### config.mk
export PLATFORM = sky130hd
export DESIGN_NAME = alu_core
export DESIGN_NICKNAME = d
export VERILOG_FILES = /design/src/rtl/alu_core_pkg.sv /design/src/rtl/alu_core_iter.sv /design/src/rtl/alu_core.sv
export SDC_FILE = /design/constraint.sdc
export NUM_CORES = 1
export LEC_CHECK = 0
export CELL_PAD_IN_SITES_DETAIL_PLACEMENT = 1
export CELL_PAD_IN_SITES_GLOBAL_PLACEMENT = 1
export CORE_UTILIZATION = 25
export DETAILED_ROUTE_END_ITERATION = 8
export GPL_TIMING_DRIVEN = 0
export PLACE_DENSITY = 0.57
export SLEW_MARGIN = 20
export SYNTH_ARGS = -nofsm -noshare
export SYNTH_HDL_FRONTEND = slang
export SYNTH_HIERARCHICAL = 1
export SYNTH_SLANG_ARGS = --single-unit
### constraint.sdc
create_clock -name clk -period 11.5 [get_ports clk]
set_input_delay 2.3 -clock clk [delete_from_list [all_inputs] [get_ports clk]]
set_output_delay 2.3 -clock clk [all_outputs]
set_load 0.005 [all_outputs]
### src/rtl/alu_core_pkg.sv
// -----------------------------------------------------------------------------
// alu_core_pkg
//   Shared ALU opcode encodings for alu_core and its iterative unit, plus a
//   helper that classifies an opcode as multi-cycle.
//   Optional feature macro: ALU_DIV_EN (divider on alu_div).
// -----------------------------------------------------------------------------
package alu_core_pkg;

   localparam logic [3:0] alu_none   = 4'd0;
   localparam logic [3:0] alu_pass_a = 4'd1;
   localparam logic [3:0] alu_pass_b = 4'd2;
   localparam logic [3:0] alu_add    = 4'd3;
   localparam logic [3:0] alu_sub    = 4'd4;
   localparam logic [3:0] alu_inc    = 4'd5;
   localparam logic [3:0] alu_dec    = 4'd6;
   localparam logic [3:0] alu_shl    = 4'd7;
   localparam logic [3:0] alu_shr    = 4'd8;
   localparam logic [3:0] alu_mul    = 4'd9;
   localparam logic [3:0] alu_div    = 4'd10;

   // Ops handled by alu_iter (WIDTH iterations) rather than in one cycle.
   function automatic logic is_iter_op(input logic [3:0] op);
`ifdef ALU_DIV_EN
      return (op == alu_mul) || (op == alu_div);
`else
      return (op == alu_mul);
`endif
   endfunction

endpackage

### src/rtl/alu_core_iter.sv
// -----------------------------------------------------------------------------
// alu_iter
//   Iterative unit: LSB-first shift-add multiplier and, with ALU_DIV_EN defined,
//   a restoring unsigned divider. One iteration per step_i; the caller counts
//   WIDTH steps.
//   Ports: clk, rstn (sync, active low), load_i (capture operands),
//          step_i (one iteration), div_i (ALU_DIV_EN only: select divide),
//          a_i/b_i operands, res_o (product low bits or quotient).
// -----------------------------------------------------------------------------
module alu_iter
   import alu_core_pkg::*;
#(
   parameter int WIDTH = 19
) (
   input  logic             clk,
   input  logic             rstn,
   input  logic             load_i,
   input  logic             step_i,
`ifdef ALU_DIV_EN
   input  logic             div_i,
`endif
   input  logic [WIDTH-1:0] a_i,
   input  logic [WIDTH-1:0] b_i,
   output logic [WIDTH-1:0] res_o
);

   // Multiply: acc = partial product, mcand shifts left, mplier shifts right.
   // Divide:   acc = partial remainder, mcand = divisor, mplier = dividend
   //           shifting out MSB-first while quotient bits shift in at the LSB.
   logic [WIDTH-1:0] acc_q, mcand_q, mplier_q;

`ifdef ALU_DIV_EN
   logic             div_q;
   logic [WIDTH:0]   rem_sh;
   assign rem_sh = {acc_q, mplier_q[WIDTH-1]};
`endif

   always_ff @(posedge clk) begin
      if (!rstn) begin
         acc_q    <= '0;
         mcand_q  <= '0;
         mplier_q <= '0;
`ifdef ALU_DIV_EN
         div_q    <= 1'b0;
`endif
      end else if (load_i) begin
         acc_q <= '0;
`ifdef ALU_DIV_EN
         div_q    <= div_i;
         mcand_q  <= div_i ? b_i : a_i;
         mplier_q <= div_i ? a_i : b_i;
`else
         mcand_q  <= a_i;
         mplier_q <= b_i;
`endif
      end else if (step_i) begin
`ifdef ALU_DIV_EN
         if (div_q) begin
            // Divisor 0 always "fits", so the quotient saturates to all ones.
            if (rem_sh >= {1'b0, mcand_q}) begin
               acc_q    <= WIDTH'(rem_sh - {1'b0, mcand_q});
               mplier_q <= {mplier_q[WIDTH-2:0], 1'b1};
            end else begin
               acc_q    <= rem_sh[WIDTH-1:0];
               mplier_q <= {mplier_q[WIDTH-2:0], 1'b0};
            end
         end else
`endif
         begin
            if (mplier_q[0]) acc_q <= acc_q + mcand_q;
            mcand_q  <= mcand_q << 1;
            mplier_q <= mplier_q >> 1;
         end
      end
   end

`ifdef ALU_DIV_EN
   assign res_o = div_q ? mplier_q : acc_q;
`else
   assign res_o = acc_q;
`endif

endmodule

### src/rtl/alu_core.sv
// -----------------------------------------------------------------------------
// alu_core
//   Sequential ALU between the A/B bus muxes and the C bus. Latches operands and
//   opcode on an accepted start, runs single-cycle ops or the iterative unit,
//   and drives a registered result plus Z flag with a one-cycle done pulse.
//   Optional feature macro: ALU_DIV_EN (restoring divider for alu_div).
//   Ports: clk, rstn (sync, active low), start, ALU_OP[3:0], a_in, b_in,
//          c_out (result, held), z_flag (result==0, held), busy, done.
// -----------------------------------------------------------------------------
module alu_core
   import alu_core_pkg::*;
#(
   parameter int WIDTH = 19,
   parameter int CNT_W = 5
) (
   input  logic             clk,
   input  logic             rstn,
   input  logic             start,
   input  logic [3:0]       ALU_OP,
   input  logic [WIDTH-1:0] a_in,
   input  logic [WIDTH-1:0] b_in,
   output logic [WIDTH-1:0] c_out,
   output logic             z_flag,
   output logic             busy,
   output logic             done
);

   typedef enum logic [1:0] {ST_IDLE, ST_ITER, ST_DONE} state_e;

   state_e           state_q;
   logic [CNT_W-1:0] cnt_q;
   logic [3:0]       op_q;
   logic [WIDTH-1:0] a_q, b_q, c_q;
   logic             z_q, busy_q, done_q;
   logic [WIDTH-1:0] sc_res, iter_res, res;
   logic             accept;

   // Outputs are registered, so they trail the state by one edge; the done
   // cycle is spent back in IDLE with done_q high and must still block start.
   assign accept = (state_q == ST_IDLE) && start && !done_q;

   alu_iter #(.WIDTH(WIDTH)) u_iter (
      .clk    (clk),
      .rstn   (rstn),
      .load_i (accept && is_iter_op(ALU_OP)),
      .step_i (state_q == ST_ITER),
`ifdef ALU_DIV_EN
      .div_i  (ALU_OP == alu_div),
`endif
      .a_i    (a_in),
      .b_i    (b_in),
      .res_o  (iter_res)
   );

   always_comb begin
      sc_res = '0;
      case (op_q)
         alu_pass_a: sc_res = a_q;
         alu_pass_b: sc_res = b_q;
         alu_add:    sc_res = a_q + b_q;
         alu_sub:    sc_res = a_q - b_q;
         alu_inc:    sc_res = a_q + WIDTH'(1);
         alu_dec:    sc_res = a_q - WIDTH'(1);
         alu_shl:    sc_res = (32'(b_q[4:0]) >= WIDTH) ? '0 : (a_q << b_q[4:0]);
         alu_shr:    sc_res = (32'(b_q[4:0]) >= WIDTH) ? '0 : (a_q >> b_q[4:0]);
         default:    sc_res = '0;
      endcase
   end

   assign res = is_iter_op(op_q) ? iter_res : sc_res;

   always_ff @(posedge clk) begin
      if (!rstn) begin
         state_q <= ST_IDLE;
         cnt_q   <= '0;
         op_q    <= alu_none;
         a_q     <= '0;
         b_q     <= '0;
         c_q     <= '0;
         z_q     <= 1'b0;
         busy_q  <= 1'b0;
         done_q  <= 1'b0;
      end else begin
         done_q <= 1'b0;
         case (state_q)
            ST_IDLE: begin
               busy_q <= accept;
               if (accept) begin
                  op_q    <= ALU_OP;
                  a_q     <= a_in;
                  b_q     <= b_in;
                  cnt_q   <= '0;
                  state_q <= is_iter_op(ALU_OP) ? ST_ITER : ST_DONE;
               end
            end
            ST_ITER: begin
               if (cnt_q == CNT_W'(WIDTH - 1)) begin
                  cnt_q   <= '0;
                  state_q <= ST_DONE;
               end else begin
                  cnt_q <= cnt_q + CNT_W'(1);
               end
            end
            ST_DONE: begin
               c_q     <= res;
               z_q     <= (res == '0);
               done_q  <= 1'b1;
               state_q <= ST_IDLE;
            end
            default: state_q <= ST_IDLE;
         endcase
      end
   end

   assign c_out  = c_q;
   assign z_flag = z_q;
   assign busy   = busy_q;
   assign done   = done_q;

endmodule

==> results_dict.tcl <==
set metrics [dict create \
    final_cell_mix "nand2_1, dfxtp_1, a21oi_1" \
    comb_power_share_pct 29.8 \
    grt_pass1_wl_um 69500 \
    max-cap-violations 0 \
    die-area_sq_um 41800 \
    r2r_cells 15 \
    synth.yosys.seq_area_share_pct 25.0 \
    crit_fanout 10 \
    internal_power_w 0.00101 \
    syn-num-nets 1379 \
    outcome "completed" \
    fill_cells 4768 \
    layout_commonest_cell "nand2_1" \
    crit_arrival_ns 5.89 \
    wl_per_cell_um 24.3 \
    hold_buffers 0 \
    clock_skew_ns 0.00803 \
    ir_worst_vdd_v 0.0000774 \
    io_buffers 66 \
    core_area_sq_um 40100 \
    crit_path_end_kind "register" \
    synthFlopType "dfxtp_1" \
    postPlaceCellArea_sq_um 11600 \
    finalSetupViolations 0 \
    synthCells 1290 \
    drc 0 \
    routabilityCongestion 0.972 \
    vias 10500 \
    p_clk_share_pct 38.5 \
    die_y_um 204 \
    start_kind "register" \
    cts.sinks 128 \
    routed_wl_um 46500 \
    min_path_type "reg2reg" \
    synthArstFlopShare_pct 0 \
    cts_setup_buffers 0 \
    required_ns 11.86 \
    antenna_found_initial 0 \
    first_pass_iters 6 \
    clock-root-buffer "clkbuf_16" \
    ios 67 \
    clk_pin_slew_worst_paths_ns 0.07 \
    final_cell_area_sq_um 12200 \
    fin_tns_setup_ns 0 \
    drive_above_1_share_pct 9.08 \
    hold-path-endpoint "c_out[3]" \
    synth_area_sq_um 10200 \
    fmax_ghz 0.181 \
    grt_setup_unrepaired "false" \
    grt_max_degree 17 \
    reg2reg_to "z_flag" \
    max_slew_margin_pct 38.1 \
    cts_tree "yes" \
    finalCritPeriodShare_pct 48.1 \
    seq_power_share_pct 31.7 \
    p_leak_nw 4.26 \
    ys_ff_latch 128 \
    slew_violations 0 \
    clk_latency_ns 0.43 \
    viasPerCell 5.50 \
    whs_path_depth 2 \
    dp_hpwl_um 36700 \
    swShare_pct 34.7 \
    final_antenna_net_count 0 \
    rrSetupSlack_ns 5.97 \
    slowest_delay_ns 0.72 \
    hold_start "c_out[3]" \
    cp_slowest_cell "buf_1" \
    htreeDepth 4 \
    track_usage_pct 22.4 \
    synth_edf_count 0 \
    worst_pin_slew_ns 0.921 \
    initial_core_util_pct 25.5 \
    clock_path_buffers 2 \
    reg2reg_from "b_q[3]" \
    fin_crit_ns 5.53 \
    nets 1465 \
    row_count 73 \
    die_w_um 204 \
    powerDensity_nw_per_um2 126 \
    yosysUniqueCellTypes 92 \
    worst-setup-path-type "reg2reg" \
    cts_resized 0 \
    first_iter_violations 684 \
    area_growth_pct 19.2 \
    synth_warnings 6 \
    worstPathCellList "clkbuf_1 > clkbuf_1 > buf_1 > xnor2_1 > a21oi_1 > ha_1 > o21ai_0 > a21oi_1 > o211ai_1 > nand3_1 > o2111ai_1 > a2111o_1 > nor4b_2 > nand4_1 > o31ai_2" \
    hold_viol_final 0 \
    postSynthAreaPerCell_sq_um 7.94 \
    cts_made_buffers 17 \
    grt_overflow 0 \
    grt_pass1_vias 10600 \
    p_sw_w 0.000535 \
]
## area by class of cell
type	instances	area, sq um	area share, %
inverter	18	67.6	0.554
multi-input combinational	1036	7180	58.9
antenna	2	5.00	0.0410
timing repair buffer	67	666	5.46
buffer	108	438	3.59
clock inverter	13	185	1.52
clock buffer	18	439	3.60
sequential	128	2560	21.0
tap	525	657	5.38
## cell families (layout without fill, tap and decap cells)
| logic type | after synthesis | count (layout) | share of synthesized area (%) |
|---|---|---|---|
| AOI/OAI and AO/OA | 377 | 377 | 24.3 |
| xor gates and xnor gates | 38 | 38 | 3.25 |
| adders and majority gates | 44 | 44 | 5.52 |
| buffers and inverters | 126 | 224 | 4.94 |
| DFF | 128 | 128 | 25.0 |
| muxes | 113 | 113 | 14.7 |
| other | 0 | 2 | 0 |
| and+or+nand+nor | 464 | 464 | 22.3 |
## flip-flops by register name (all words and copies together), names as in the netlist
| signal | flops |
|---|---|
| u_iter/res_o | 19 |
| c_out | 19 |
| a_q | 19 |
| cnt_q | 5 |
| b_q | 19 |
| z_flag | 1 |
| state_q | 2 |
| u_iter/mplier_q | 19 |
| busy | 1 |
| u_iter/mcand_q | 19 |
| op_q | 4 |
| done | 1 |
## stage by stage
stage / power (W) / setup slack (ns) / cells / util, % / hold slack, ns
2_1_floorplan: 0.000780 / 7.30 / 1290 / - / 0.446
3_3_place_gp: 0.000945 / 5.67 / 1881 / 28.8 / 0.463
3_5_place_dp: 0.000950 / 5.60 / 1882 / 28.8 / 0.480
4_1_cts: 0.00155 / 6.04 / 1913 / 30.4 / 0.495
5_1_grt: 0.00161 / 5.70 / 1913 / 30.4 / 0.508
6_report: 0.00154 / 5.97 / 1915 / 30.4 / 0.481
## cell usage after synthesis (9+ instances only)
| master | n | share of area [%] |
|---|---|---|
| nor2_1 | 85 | 3.1 |
| nand4_1 | 11 | 0.67 |
| and2_1 | 44 | 2.7 |
| mux4_2 | 27 | 5.9 |
| a21oi_1 | 120 | 5.9 |
| a211oi_1 | 16 | 1.2 |
| xor2_1 | 17 | 1.5 |
| a21o_1 | 9 | 0.66 |
| inv_1 | 15 | 0.55 |
| a22oi_1 | 11 | 0.81 |
| nand2_1 | 185 | 6.8 |
| clkbuf_1 | 83 | 3.0 |
| o21ai_0 | 72 | 3.5 |
| xnor2_1 | 21 | 1.8 |
| nor3_1 | 20 | 0.98 |
| buf_2 | 17 | 0.83 |
| ha_1 | 42 | 5.1 |
| a31oi_1 | 9 | 0.55 |
| nor4_1 | 9 | 0.55 |
| mux2i_1 | 71 | 6.9 |
| nand2b_1 | 23 | 1.4 |
| nand3_1 | 16 | 0.78 |
| dfxtp_1 | 128 | 25 |
| o211ai_1 | 17 | 1.2 |
| nor2b_1 | 14 | 0.86 |
| a22o_1 | 12 | 1.0 |
| o21a_1 | 25 | 1.8 |
| mux2_2 | 14 | 1.5 |
## power groups by stage
stage | registers [W] | logic [W] | clock network, W
2_1_floorplan | 0.000486 | 0.000294 | 0
3_3_place_gp | 0.000498 | 0.000448 | 0
3_5_place_dp | 0.000498 | 0.000452 | 0
4_1_cts | 0.000488 | 0.000454 | 0.000608
5_1_grt | 0.000490 | 0.000497 | 0.000628
6_report | 0.000489 | 0.000460 | 0.000594
## worst max-delay path by stage
stage / from / end / slack [ns] / cells after the start
floorplan: start / u_iter/mcand_q[18] / 7.30 / 7
global placement: start / u_iter/mcand_q[2] / 5.67 / 9
detailed placement: start / u_iter/mcand_q[2] / 5.60 / 9
CTS: start / u_iter/mcand_q[2] / 6.04 / 9
global route: b_q[3] / z_flag / 5.70 / 15
finish: b_q[3] / z_flag / 5.97 / 15
## routing by layer
metal	share of wire [%]	track usage, %	routed length [um]
met1	47	30.3	21900
met2	46	36.4	21300
met3	4.0	2.85	1840
met4	3.0	8.16	1410
met5	0	0	0
## worst max-delay path: cells and delay by family (launching register included)
family                   cells  cell delay [ns]
XOR/XNOR                     1             0.20
flip-flops                   1             0.67
adder cells (fa/ha/maj)      1             0.40
AO/OA/AOI/OAI                7             1.69
buffers and inverters        3             1.84
AND/OR/NAND/NOR              3             0.64
Power figures use the tool's default switching activity.
